File: src/rtl/sysid_pkg.sv
// sysid_pkg: shared constants for the 2nd-generation system-ID slave.
// Word map, CAPS version and CTRL bit positions.
package sysid_pkg;

   localparam int DATA_W = 32;

   typedef logic [DATA_W-1:0] word_t;

   localparam int ADR_ID        = 0;
   localparam int ADR_TIMESTAMP = 1;
   localparam int ADR_CAPS      = 2;
   localparam int ADR_UPTIME_LO = 3;
   localparam int ADR_UPTIME_HI = 4;
   localparam int ADR_CTRL      = 5;
   localparam int ADR_SCRATCH0  = 6;

   localparam logic [7:0] CAPS_VERSION = 8'h02;

   localparam int CTRL_RUN    = 0;
   localparam int CTRL_CLEAR  = 1;
   localparam int CTRL_OVF    = 2;
   localparam int CTRL_IRQ_EN = 3;

endpackage

File: src/rtl/sysid_uptime_counter.sv
// sysid_uptime_counter: prescaled free-running uptime counter.
// Clear beats increment; ovf pulses on the cycle the counter wraps.
module sysid_uptime_counter
   import sysid_pkg::*;
#(
   parameter int UPTIME_W = 64,
   parameter int TICK_DIV = 1
) (
   input  logic                clock,
   input  logic                reset,
   input  logic                run,
   input  logic                clear,
   output logic [UPTIME_W-1:0] count,
   output logic                ovf
);

   localparam int PW = (TICK_DIV > 1) ? $clog2(TICK_DIV) : 1;

   logic [PW-1:0] presc;
   logic          tick;

   assign tick = run && (presc == PW'(TICK_DIV - 1));
   assign ovf  = tick && (&count) && !clear;

   always_ff @(posedge clock or posedge reset) begin
      if (reset) begin
         presc <= '0;
         count <= '0;
      end else if (clear) begin
         presc <= '0;
         count <= '0;
      end else if (run) begin
         presc <= tick ? '0 : presc + PW'(1);
         if (tick)
            count <= count + UPTIME_W'(1);
      end
   end

endmodule

File: src/rtl/sysid_ext_qsys.sv
// sysid_ext_qsys: Avalon-MM system ID / uptime / status slave.
// RO ID words, coherent 64-bit uptime snapshot, CTRL and scratch regs.
module sysid_ext_qsys
   import sysid_pkg::*;
#(
   parameter logic [31:0] ID_VALUE     = 32'd18,
   parameter logic [31:0] TIMESTAMP    = 32'd1366147204,
   parameter int          ADDR_W       = 3,
   parameter int          UPTIME_W     = 64,
   parameter int          TICK_DIV     = 1,
   parameter int          NUM_SCRATCH  = 2,
   parameter int          READ_LATENCY = 1
) (
   input  logic              clock,
   input  logic              reset,
   input  logic [ADDR_W-1:0] address,
   input  logic              read,
   input  logic              write,
   input  logic [31:0]       writedata,
   input  logic [3:0]        byteenable,
   output logic [31:0]       readdata,
   output logic              readdatavalid,
   output logic              irq
);

   localparam int HI_W = UPTIME_W - 32;
   localparam int NS   = (NUM_SCRATCH > 0) ? NUM_SCRATCH : 1;

   logic [31:0]         adr;
   logic                wr_en;
   logic                ctrl_wr;
   logic                clear;
   logic                ovf;
   logic                run;
   logic                ovf_sticky;
   logic                irq_en;
   logic [UPTIME_W-1:0] uptime;
   logic [HI_W-1:0]     hi_snap;
   word_t               scratch [NS];
   word_t               rdata;
   logic                v1;
   word_t               d1;

   assign adr     = 32'(address);
   assign wr_en   = write && !read;
   assign ctrl_wr = wr_en && (adr == ADR_CTRL) && byteenable[0];
   assign clear   = ctrl_wr && writedata[CTRL_CLEAR];
   assign irq     = ovf_sticky && irq_en;

   sysid_uptime_counter #(
      .UPTIME_W(UPTIME_W),
      .TICK_DIV(TICK_DIV)
   ) u_uptime (
      .clock(clock),
      .reset(reset),
      .run  (run),
      .clear(clear),
      .count(uptime),
      .ovf  (ovf)
   );

   always_ff @(posedge clock or posedge reset) begin
      if (reset) begin
         run        <= 1'b1;
         ovf_sticky <= 1'b0;
         irq_en     <= 1'b0;
      end else begin
         if (ctrl_wr) begin
            run    <= writedata[CTRL_RUN];
            irq_en <= writedata[CTRL_IRQ_EN];
         end
         // a wrap landing on the W1C cycle keeps the flag set
         if (ovf)
            ovf_sticky <= 1'b1;
         else if (ctrl_wr && writedata[CTRL_OVF])
            ovf_sticky <= 1'b0;
      end
   end

   always_ff @(posedge clock or posedge reset) begin
      if (reset)
         hi_snap <= '0;
      else if (read && adr == ADR_UPTIME_LO)
         hi_snap <= uptime[UPTIME_W-1:32];
   end

   always_ff @(posedge clock or posedge reset) begin
      if (reset) begin
         for (int i = 0; i < NS; i++)
            scratch[i] <= '0;
      end else if (wr_en) begin
         for (int i = 0; i < NUM_SCRATCH; i++)
            if (adr == 32'(ADR_SCRATCH0 + i))
               for (int b = 0; b < 4; b++)
                  if (byteenable[b])
                     scratch[i][8*b +: 8] <= writedata[8*b +: 8];
      end
   end

   always_comb begin
      rdata = '0;
      case (adr)
         ADR_ID:        rdata = ID_VALUE;
         ADR_TIMESTAMP: rdata = TIMESTAMP;
         ADR_CAPS:      rdata = {CAPS_VERSION, 8'(READ_LATENCY),
                                 8'(UPTIME_W), 8'(NUM_SCRATCH)};
         ADR_UPTIME_LO: rdata = uptime[31:0];
         ADR_UPTIME_HI: rdata = word_t'(hi_snap);
         ADR_CTRL: begin
            rdata[CTRL_RUN]    = run;
            rdata[CTRL_OVF]    = ovf_sticky;
            rdata[CTRL_IRQ_EN] = irq_en;
         end
         default: begin
            for (int i = 0; i < NUM_SCRATCH; i++)
               if (adr == 32'(ADR_SCRATCH0 + i))
                  rdata = scratch[i];
         end
      endcase
   end

   always_ff @(posedge clock or posedge reset) begin
      if (reset) begin
         v1 <= 1'b0;
         d1 <= '0;
      end else begin
         v1 <= read;
         if (read)
            d1 <= rdata;
      end
   end

   generate
      if (READ_LATENCY == 2) begin : g_rl2
         logic  v2;
         word_t d2;
         always_ff @(posedge clock or posedge reset) begin
            if (reset) begin
               v2 <= 1'b0;
               d2 <= '0;
            end else begin
               v2 <= v1;
               if (v1)
                  d2 <= d1;
            end
         end
         assign readdata      = d2;
         assign readdatavalid = v2;
      end else begin : g_rl1
         assign readdata      = d1;
         assign readdatavalid = v1;
      end
   endgenerate

endmodule
File: config.mk
export PLATFORM = sky130hd
export DESIGN_NAME = sysid_ext_qsys
export DESIGN_NICKNAME = d
export VERILOG_FILES = /design/src/rtl/sysid_pkg.sv /design/src/rtl/sysid_uptime_counter.sv /design/src/rtl/sysid_ext_qsys.sv
export SDC_FILE = /design/constraint.sdc
export NUM_CORES = 1
export LEC_CHECK = 0
export CORE_ASPECT_RATIO = 1.1
export CORE_MARGIN = 8
export CORE_UTILIZATION = 58
export CTS_BUF_LIST = sky130_fd_sc_hd__clkbuf_16
export DETAILED_ROUTE_END_ITERATION = 8
export PLACE_DENSITY = 0.79
export SLEW_MARGIN = 20
export SYNTH_ARGS = -nofsm -noshare
export SYNTH_HDL_FRONTEND = slang
export SYNTH_SLANG_ARGS = --single-unit
File: constraint.sdc
create_clock -name clock -period 17.7 [get_ports clock]
set_input_delay 3.54 -clock clock [delete_from_list [all_inputs] [get_ports clock]]
set_output_delay 3.54 -clock clock [all_outputs]
set_load 0.02 [all_outputs]
==> impl_results.md, run 1 <==
- Largest net degree at the start of global routing: 127
- Post-layout util: 68.2%
- Status: completed
- Global-route congestion overflow total: 0
- Area delta synth->final: 16.3%
- Max Clock Skew: 7.48 ps
- Fmax: 173 MHz
- Nets: 1017
- Syn Inst Count: 912
- ANT nets after route: 0
- Post-Syn Area: 9490 um^2
- Post_cts resized: 0
- Slew headroom: 39.0%
- Io pins: 77
- Total Routing Usage GR: 23.8%
- Post-synthesis cell type with the largest combined area: dfrtp_1
- WL/cell: 20.0 um
- Clock sinks: 197
- WS Path Type: in -> reg
- Full die area: 20700 um^2
- First-pass GRT wire length: 38100 um
- # Post-CTS Setup Buffers: 0
- HPWL after DPL: 16600 um
- EDFF count, synth: 0
- Post-synth top cells: dfrtp_1 (196), nor2_1 (118), mux2_2 (87)
- Element type at the critical path end: flop
- Count of final setup violators: 0
- Storage cell area: 4930 um^2
- CTS Root Cell: clkbuf_16
- Fin. Hold Viols: 0
- Final Max Slew Viols: 0
- Hold-fix buffers, CTS: 0
- Sequential area share after synthesis: 51.9%
- Max-Cap Viols: 0
- Gpl congestion: 0.911
- Startpoint type of the worst setup path: primary input
- Initial Util: 58.7%
- Post-synth ARST share: 100%
- Die Width: 138 um
- Worst Path Required: 18020 ps
- Clock Pin Slew Worst Setup and Hold Paths: 70 ps
- CTS tree: built
- Leak Pwr: 4.57 nW
- Total Power: 1.31 mW
- Vias per cell: 6.06
- TritonCTS Buffers: 17
- Fin crit period: 5770 ps
- Dominant synthesized flop cell: dfrtp_1
- Htree depth: 4
- Most common cell in the synthesized netlist: dfrtp_1
- # diodes: 0
- Synth cell types: 49
- Power per cell area: 119 nW/um^2
- Initial antenna violation count: 0
- Placement Rows: 49
- Fin crit share: 32.6%
- Worst EP arrival: 6090 ps
- DIE HEIGHT: 150 um
- Core area: 16200 um^2
- Cell Count, Final, Fillers Out: 1189
- RSZ-0062 raised after global routing: false
- Post-synth top area share: 51.7%
- Placed Cells: 1158
- DRC: 0
- Slew @ Worst Pin: 914 ps
- DR vias: 7203
- Layout cells sized above 1: 16.2%
- Routed Wire Length: 23800 um
- Avg Cell Area, Syn: 10.4 um^2
- Area occupied by multi-input gates: 4350 um^2
- Post-Syn Nets: 956
- DR iter-0 viols: 613
- Ys Warns: 0
- Register bit total from synthesis: 197
- CTS Buffer Depth: 2
- Number of global-route vias before repair: 6927
- Setup TNS: 0 ps
- Buffers added on ports: 76
- Top post-synthesis cells by area: dfrtp_1 (52%), mux2_2 (10%), nor2_1 (4.7%)
- Max VDD drop: 85.7 uV
- DRT Pass-1 Iters: 5
- Worst hold path class: reg -> reg
- Worst-path maximum fanout: 66
- Clock Latency Late Sink: 430 ps
- Fill count: 1241
## stage by stage
stage	instance area, um^2	setup slack [ps]	hold slack, ps
2_1_floorplan	9490	8790	442
3_3_place_gp	10400	11610	468
3_5_place_dp	10400	11560	475
4_1_cts	11000	11990	505
5_1_grt	11000	11790	514
6_report	11000	11930	505
## worst max-delay path, cell delays in order
cell	delay (ps)
clkdlybuf4s50_1	450
buf_4	430
nor4bb_1	520
and3_2	260
buf_4	570
nor2_1	120
nand4_1	120
o2bb2ai_1	70
## per-layer routing
metal / GRT usage (%) / vias to the layer above / share of wire (%)
met5: 0 / - / 0
met4: 6.83 / 0 / 1.9
met3: 4.51 / 34 / 7.5
met2: 35.9 / 275 / 46
met1: 34.4 / 3565 / 45
li1: - / 3329 / -
## kinds of logic after synthesis
logic type      synth area share [%]
simple gates                    19.3
flops                           51.9
compound gates                  7.00
mux                             14.0
xor+xnor                        5.35
buf+inv                         2.27
fa+ha+maj                      0.132
## where the power goes
group / internal, mW / switching (mW)
Clock: 0.249 / 0.168
Sequential: 0.542 / 0.0960
Combinational: 0.122 / 0.137
Total: 0.912 / 0.401
## placed cells by master (no fill, tap or decap), types with 12 or more instances in the layout
cell type        Yosys  routed
dfrtp_1            196     196
nor2_1             118     118
mux2_2              87      87
nand2_1             83      83
clkdlybuf4s50_1      0      74
a21oi_1             55      55
o21ai_0             50      50
xnor2_1             33      33
nand3_1             31      31
mux2i_1             26      26
xor2_1              25      25
nand4_1             24      24
and3_1              18      17
clkbuf_16            0      17
inv_1               15      14
nor3_1              12      12
## final timing paths
kind / from / cells after the start / to / slack, ps
setup / recovery: address[2] / 8 / ovf_sticky / 11930
max in group asynchronous: reset / 3 / u_uptime.count[41] / 12630
hold / removal: hi_snap[28] / 1 / hi_snap[28] / 500
hold reg to reg: hi_snap[28] / 1 / hi_snap[28] / 500
setup reg to reg: u_uptime.count[1] / 7 / u_uptime.count[56] / 15280
min in group asynchronous: reset / 2 / scratch[55] / 3630
## final cells by class
type | instances | share of cell area (%)
inverter | 15 | 0.578
clock buffer | 17 | 3.85
sequential | 197 | 44.6
timing repair buffer | 84 | 7.34
tap | 204 | 2.31
multi-input combinational | 658 | 39.4
clock inverter | 14 | 1.90
## flip-flops by register name, indices dropped and copies added, names as in the netlist
name,count
u_uptime.count,64
hi_snap,32
irq_en,1
ovf_sticky,1
run,1
readdata,32
readdatavalid,1
scratch,64
u_uptime.presc,1
No activity file was read; power rests on OpenSTA's default activity.
==> inputs of run 2 (changes only) <==
Clock period 17.7 ns to 5.43 ns, I/O delays scaled along.
==> run 2 against run 1 <==
  * Non-clock buffer count up 3
  * Sequential share of layout area about the same
  * Count of clock-buffer cells in the layout did not move
  * Largest power group unchanged
==> impl_results.md, run 2 (synthesized netlist as in run 1, its figures left out) <==
- Status: completed
- Routed Wire Length: 24400 um
- Commonest cells after routing, fill and taps aside: dfrtp_1 (196), nor2_1 (118), mux2_2 (87)
- Biggest regs: scratch (64), u_uptime.count (64)
- Nets: 1020
- Fill count: 1246
- Element type at the critical path end: flop
- CTS tree: built
- Startpoint type of the worst setup path: primary input
- Worst hold path class: reg -> reg
- Worst EP arrival: 3820 ps
- Post_cts resized: 0
- Slew @ Worst Pin: 823 ps
- # diodes: 0
- Io pins: 77
- Storage cell area: 4930 um^2
- DRC: 0
- Worst Path Buf+Inv: 2
- Final Max Slew Viols: 0
- RSZ-0062 raised after global routing: false
- Clock Latency Late Sink: 430 ps
- Initial antenna violation count: 0
- Critical-path top delay cell: clkdlybuf4s50_1
- Full die area: 20700 um^2
- Initial Util: 58.7%
- Clock Pin Slew Worst Setup and Hold Paths: 70 ps
- Number of global-route vias before repair: 7141
- Setup TNS: 0 ps
- Gpl congestion: 0.910
- Hold-fix buffers, CTS: 0
- TritonCTS Buffers: 17
- Worst Path Required: 5750 ps
- DR vias: 7163
- # Post-CTS Setup Buffers: 0
- CTS Buffer Depth: 2
- WS Path Type: in -> reg
- Max Clock Skew: 7.90 ps
- Commonest non-fill, non-tap cell in the layout: dfrtp_1
- WL/cell: 20.5 um
- Core area: 16200 um^2
- Fin crit share: 64.5%
- Fin crit period: 3500 ps
- First-pass GRT wire length: 39300 um
- HPWL after DPL: 17300 um
- Clock sinks: 197
- Vias per cell: 6.01
- Slew headroom: 45.0%
- Htree depth: 4
- Power per cell area: 383 nW/um^2
- ANT nets after route: 0
- Max VDD drop: 278 uV
- CTS Root Cell: clkbuf_16
- Die Width: 138 um
- Placement Rows: 49
- Max-Cap Viols: 0
- Total Power: 4.23 mW
- Area occupied by multi-input gates: 4350 um^2
- Count of final setup violators: 0
- DIE HEIGHT: 150 um
- Cell family with most CP delay: simple AND/OR/NAND/NOR gates
- Fin. Hold Viols: 0
- Global-route congestion overflow total: 0
- Worst path cell trace: clkdlybuf4s50_1 > nor4bb_1 > and3_2 > buf_4 > nor2_1
- Fmax: 285 MHz
- DRT Pass-1 Iters: 5
- Layout cells sized above 1: 16.7%
- Crit path largest cell delay: 990 ps
- Worst-path maximum fanout: 35
- Total Routing Usage GR: 24.6%
- Area delta synth->final: 16.3%
- DR iter-0 viols: 577
- Largest net degree at the start of global routing: 117
- Leak Pwr: 4.56 nW
- Buffers added on ports: 76
==> run 2: power by group <==
group | internal [mW] | leakage [nW] | switching [mW]
Combinational | 0.398 | 1.93 | 0.456
Clock | 0.727 | 0.278 | 0.566
Sequential | 1.76 | 2.35 | 0.317
Total | 2.89 | 4.56 | 1.34
==> run 2: final cells by class <==
class	instances	area share (%)
flip-flops and latches	197	44.7
multi-input cells	658	39.4
repair buffers	87	7.66
clock buffers	17	3.85
well taps	204	2.31
clock inverters	14	1.60
inverters	15	0.544
==> run 2: worst paths after layout <==
check / endpoint / cells after the start / slack (ps) / startpoint
worst min register to register: hi_snap[12] / 2 / 500 / hi_snap[12]
worst min-delay path: hi_snap[12] / 2 / 500 / hi_snap[12]
worst max-delay path: u_uptime.count[57] / 5 / 1930 / address[0]
worst max register to register: u_uptime.count[44] / 6 / 3050 / run
max in group asynchronous: readdata[7] / 3 / 3190 / reset
min in group asynchronous: readdata[26] / 2 / 1140 / reset
==> run 2: per-stage QoR <==
step                      util (%)  hold WS [ps]  setup slack, ps  instance area [um^2]  instances
after global placement        64.5           464             1680                 10400       1161
after floorplan                  -           442             1800                  9500        912
after CTS                     68.2           504             1990                 11000       1192
final                         68.2           497             1930                 11000       1192
after global routing          68.2           522             1720                 11000       1192
after detailed placement      64.5           487             1590                 10400       1161
==> run 2: worst min-delay path, cell delays in order (launching register included) <==
cell and delay (ps):
dfrtp_1 350, nand2_1 50, o21ai_0 60
==> run 2: layer usage <==
layer / vias up / routed length, um / GRT usage [%]
met2: 228 / 11400 / 37.6
li1: 3313 / - / -
met3: 28 / 1360 / 3.47
met5: - / 0 / 0
met4: 0 / 413 / 7.69
met1: 3594 / 11200 / 35.5
==> inputs of run 3 (changes only) <==
Settings changed: CORE_UTILIZATION 58 to 53, PLACE_DENSITY 0.79 to 0.76.
Clock period 5.43 ns to 2.83 ns, I/O delays scaled along.
==> run 3 against run 2 <==
  * Clock skew rose by 1.2 ps
  * Highest routed layer unchanged
  * Register-to-register slack worse by 2600 ps
  * Count of clock-buffer cells in the layout unchanged
==> impl_results.md, run 3 (synthesized netlist as in run 1, its figures left out) <==
- Critical-path top delay cell: nor3_2
- CTS Buffer Depth: 2
- Worst Path Buf+Inv: 0
- Total Routing Usage GR: 22.8%
- Clock Pin Slew Worst Setup and Hold Paths: 70 ps
- DRC: 0
- Sw power: 2.56 mW
- Initial Util: 53.9%
- Fmax: 424 MHz
- Nets: 1042
- Worst EP arrival: 2670 ps
- Number of global-route vias before repair: 7064
- Setup TNS: 0 ps
- Vias per cell: 5.80
- Status: completed
- Worst-path maximum fanout: 7
- Clock Latency Late Sink: 440 ps
- ANT nets after route: 0
- DR iter-0 viols: 748
- Comb power frac: 20.3%
- Max-Cap Viols: 0
- Final Max Slew Viols: 0
- DIE HEIGHT: 156 um
- Cell family with most CP delay: simple AND/OR/NAND/NOR gates
- Max Clock Skew: 9.05 ps
- WS Path Type: reg -> reg
- # diodes: 0
- Slew headroom: 52.3%
- Sequential Power Share: 49.3%
- Htree depth: 4
- Worst Path Required: 3150 ps
- Biggest regs: scratch (64), u_uptime.count (64)
- Design Area, Final: 11300 um^2
- CTS Root Cell: clkbuf_16
- Placed Cells: 1217
- Routed Wire Length: 24500 um
- Leak Pwr: 4.71 nW
- Initial antenna violation count: 1
- Total Power: 8.13 mW
- WL/cell: 19.6 um
- TritonCTS Buffers: 17
- Layout cells sized above 1: 18.4%
- Commonest cells after routing, fill and taps aside: dfrtp_1 (196), nor2_1 (118), mux2_2 (87)
- Worst path cell trace: ha_1 > nand4_1 > nor3_2 > nand3_1 > nor3_1 > xnor2_1 > nor2_1
- Power per cell area: 718 nW/um^2
- Global-route congestion overflow total: 0
- Worst hold path class: reg -> reg
- Post_cts resized: 0
- Startpoint type of the worst setup path: flop
- HPWL after DPL: 17900 um
- CTS tree: built
- Clk network pwr share: 30.4%
- Commonest non-fill, non-tap cell in the layout: dfrtp_1
- DRT Pass-1 Iters: 5
- First-pass GRT wire length: 39700 um
- RSZ-0062 raised after global routing: false
- Int Power: 5.57 mW
- Gpl congestion: 0.895
- Crit path largest cell delay: 480 ps
- # Post-CTS Setup Buffers: 0
- Count of final setup violators: 0
- DR vias: 7243
- Slew @ Worst Pin: 713 ps
- Full die area: 22500 um^2
- Placement Rows: 51
- Core area: 17600 um^2
- Cell Count, Final, Fillers Out: 1249
- Io pins: 77
- Area delta synth->final: 19.3%
- Cell Area, Placed: 10700 um^2
- Buffers added on ports: 76
- Fin. Hold Viols: 0
- Switching Fraction: 31.5%
- Fin crit period: 2360 ps
- Element type at the critical path end: flop
- Max VDD drop: 516 uV
- Fill count: 1387
- Fin crit share: 83.3%
- Die Width: 144 um
- Hold-fix buffers, CTS: 0
- Clock sinks: 197
- Largest net degree at the start of global routing: 65
## run 3: cell types whose count changed in the layout (fill, tap and decap cells not counted), sizes merged
cell      change
inv           -1
clkinvlp      -3
clkinv        +5
buf          +22
## run 3: through the flow
stage | hold WS, ps | utilization, % | setup slack [ps]
floorplan | 442 | - | -282
global placement | 465 | 60.9 | 202
detailed placement | 479 | 60.9 | 151
CTS | 495 | 64.3 | 506
global route | 517 | 64.3 | 263
finish | 488 | 64.3 | 472
## run 3: path summary, 6_finish.rpt
| path | end | slack (ps) | start | cells past startpoint |
|---|---|---|---|---|
| hold / removal | hi_snap[12] | 490 | hi_snap[12] | 2 |
| max in group asynchronous | u_uptime.count[25] | 1540 | reset | 3 |
| setup / recovery | u_uptime.count[52] | 470 | u_uptime.count[0] | 7 |
| hold reg to reg | hi_snap[12] | 490 | hi_snap[12] | 2 |
| min in group asynchronous | scratch[21] | 620 | reset | 2 |
| setup reg to reg | u_uptime.count[52] | 470 | u_uptime.count[0] | 7 |
## run 3: area by class of cell
class | count | area [um^2] | share of cell area, %
repair buffers | 109 | 1090 | 9.59
well taps | 238 | 298 | 2.63
inverters | 15 | 60.1 | 0.530
multi-input cells | 658 | 4350 | 38.4
clock buffers | 17 | 425 | 3.75
flip-flops and latches | 197 | 4930 | 43.5
clock inverters | 15 | 181 | 1.60
## run 3: worst register-to-register path, cell delays in order, from the launching register on
cell	delay, ps
dfrtp_1	430
ha_1	210
nand4_1	190
nor3_2	480
nand3_1	410
nor3_1	330
xnor2_1	140
nor2_1	60
## run 3: power by group through the flow
stage / Sequential (mW) / Combinational, mW / Clock [mW]
after floorplan: 3.88 / 1.11 / 0
after global placement: 4.01 / 1.60 / 0
after detailed placement: 4.03 / 1.65 / 0
after CTS: 3.99 / 1.66 / 2.50
after global routing: 4.08 / 1.83 / 2.61
final: 4.01 / 1.65 / 2.47
## run 3: per-layer routing
metal  vias up  global-route usage (%)  part of all wire (%)
li1       3379                       -                     -
met1      3572                    32.6                    45
met2       260                    35.0                    47
met3        32                    4.08                   7.2
met4         0                    6.17                   1.7
met5         -                       0                     0
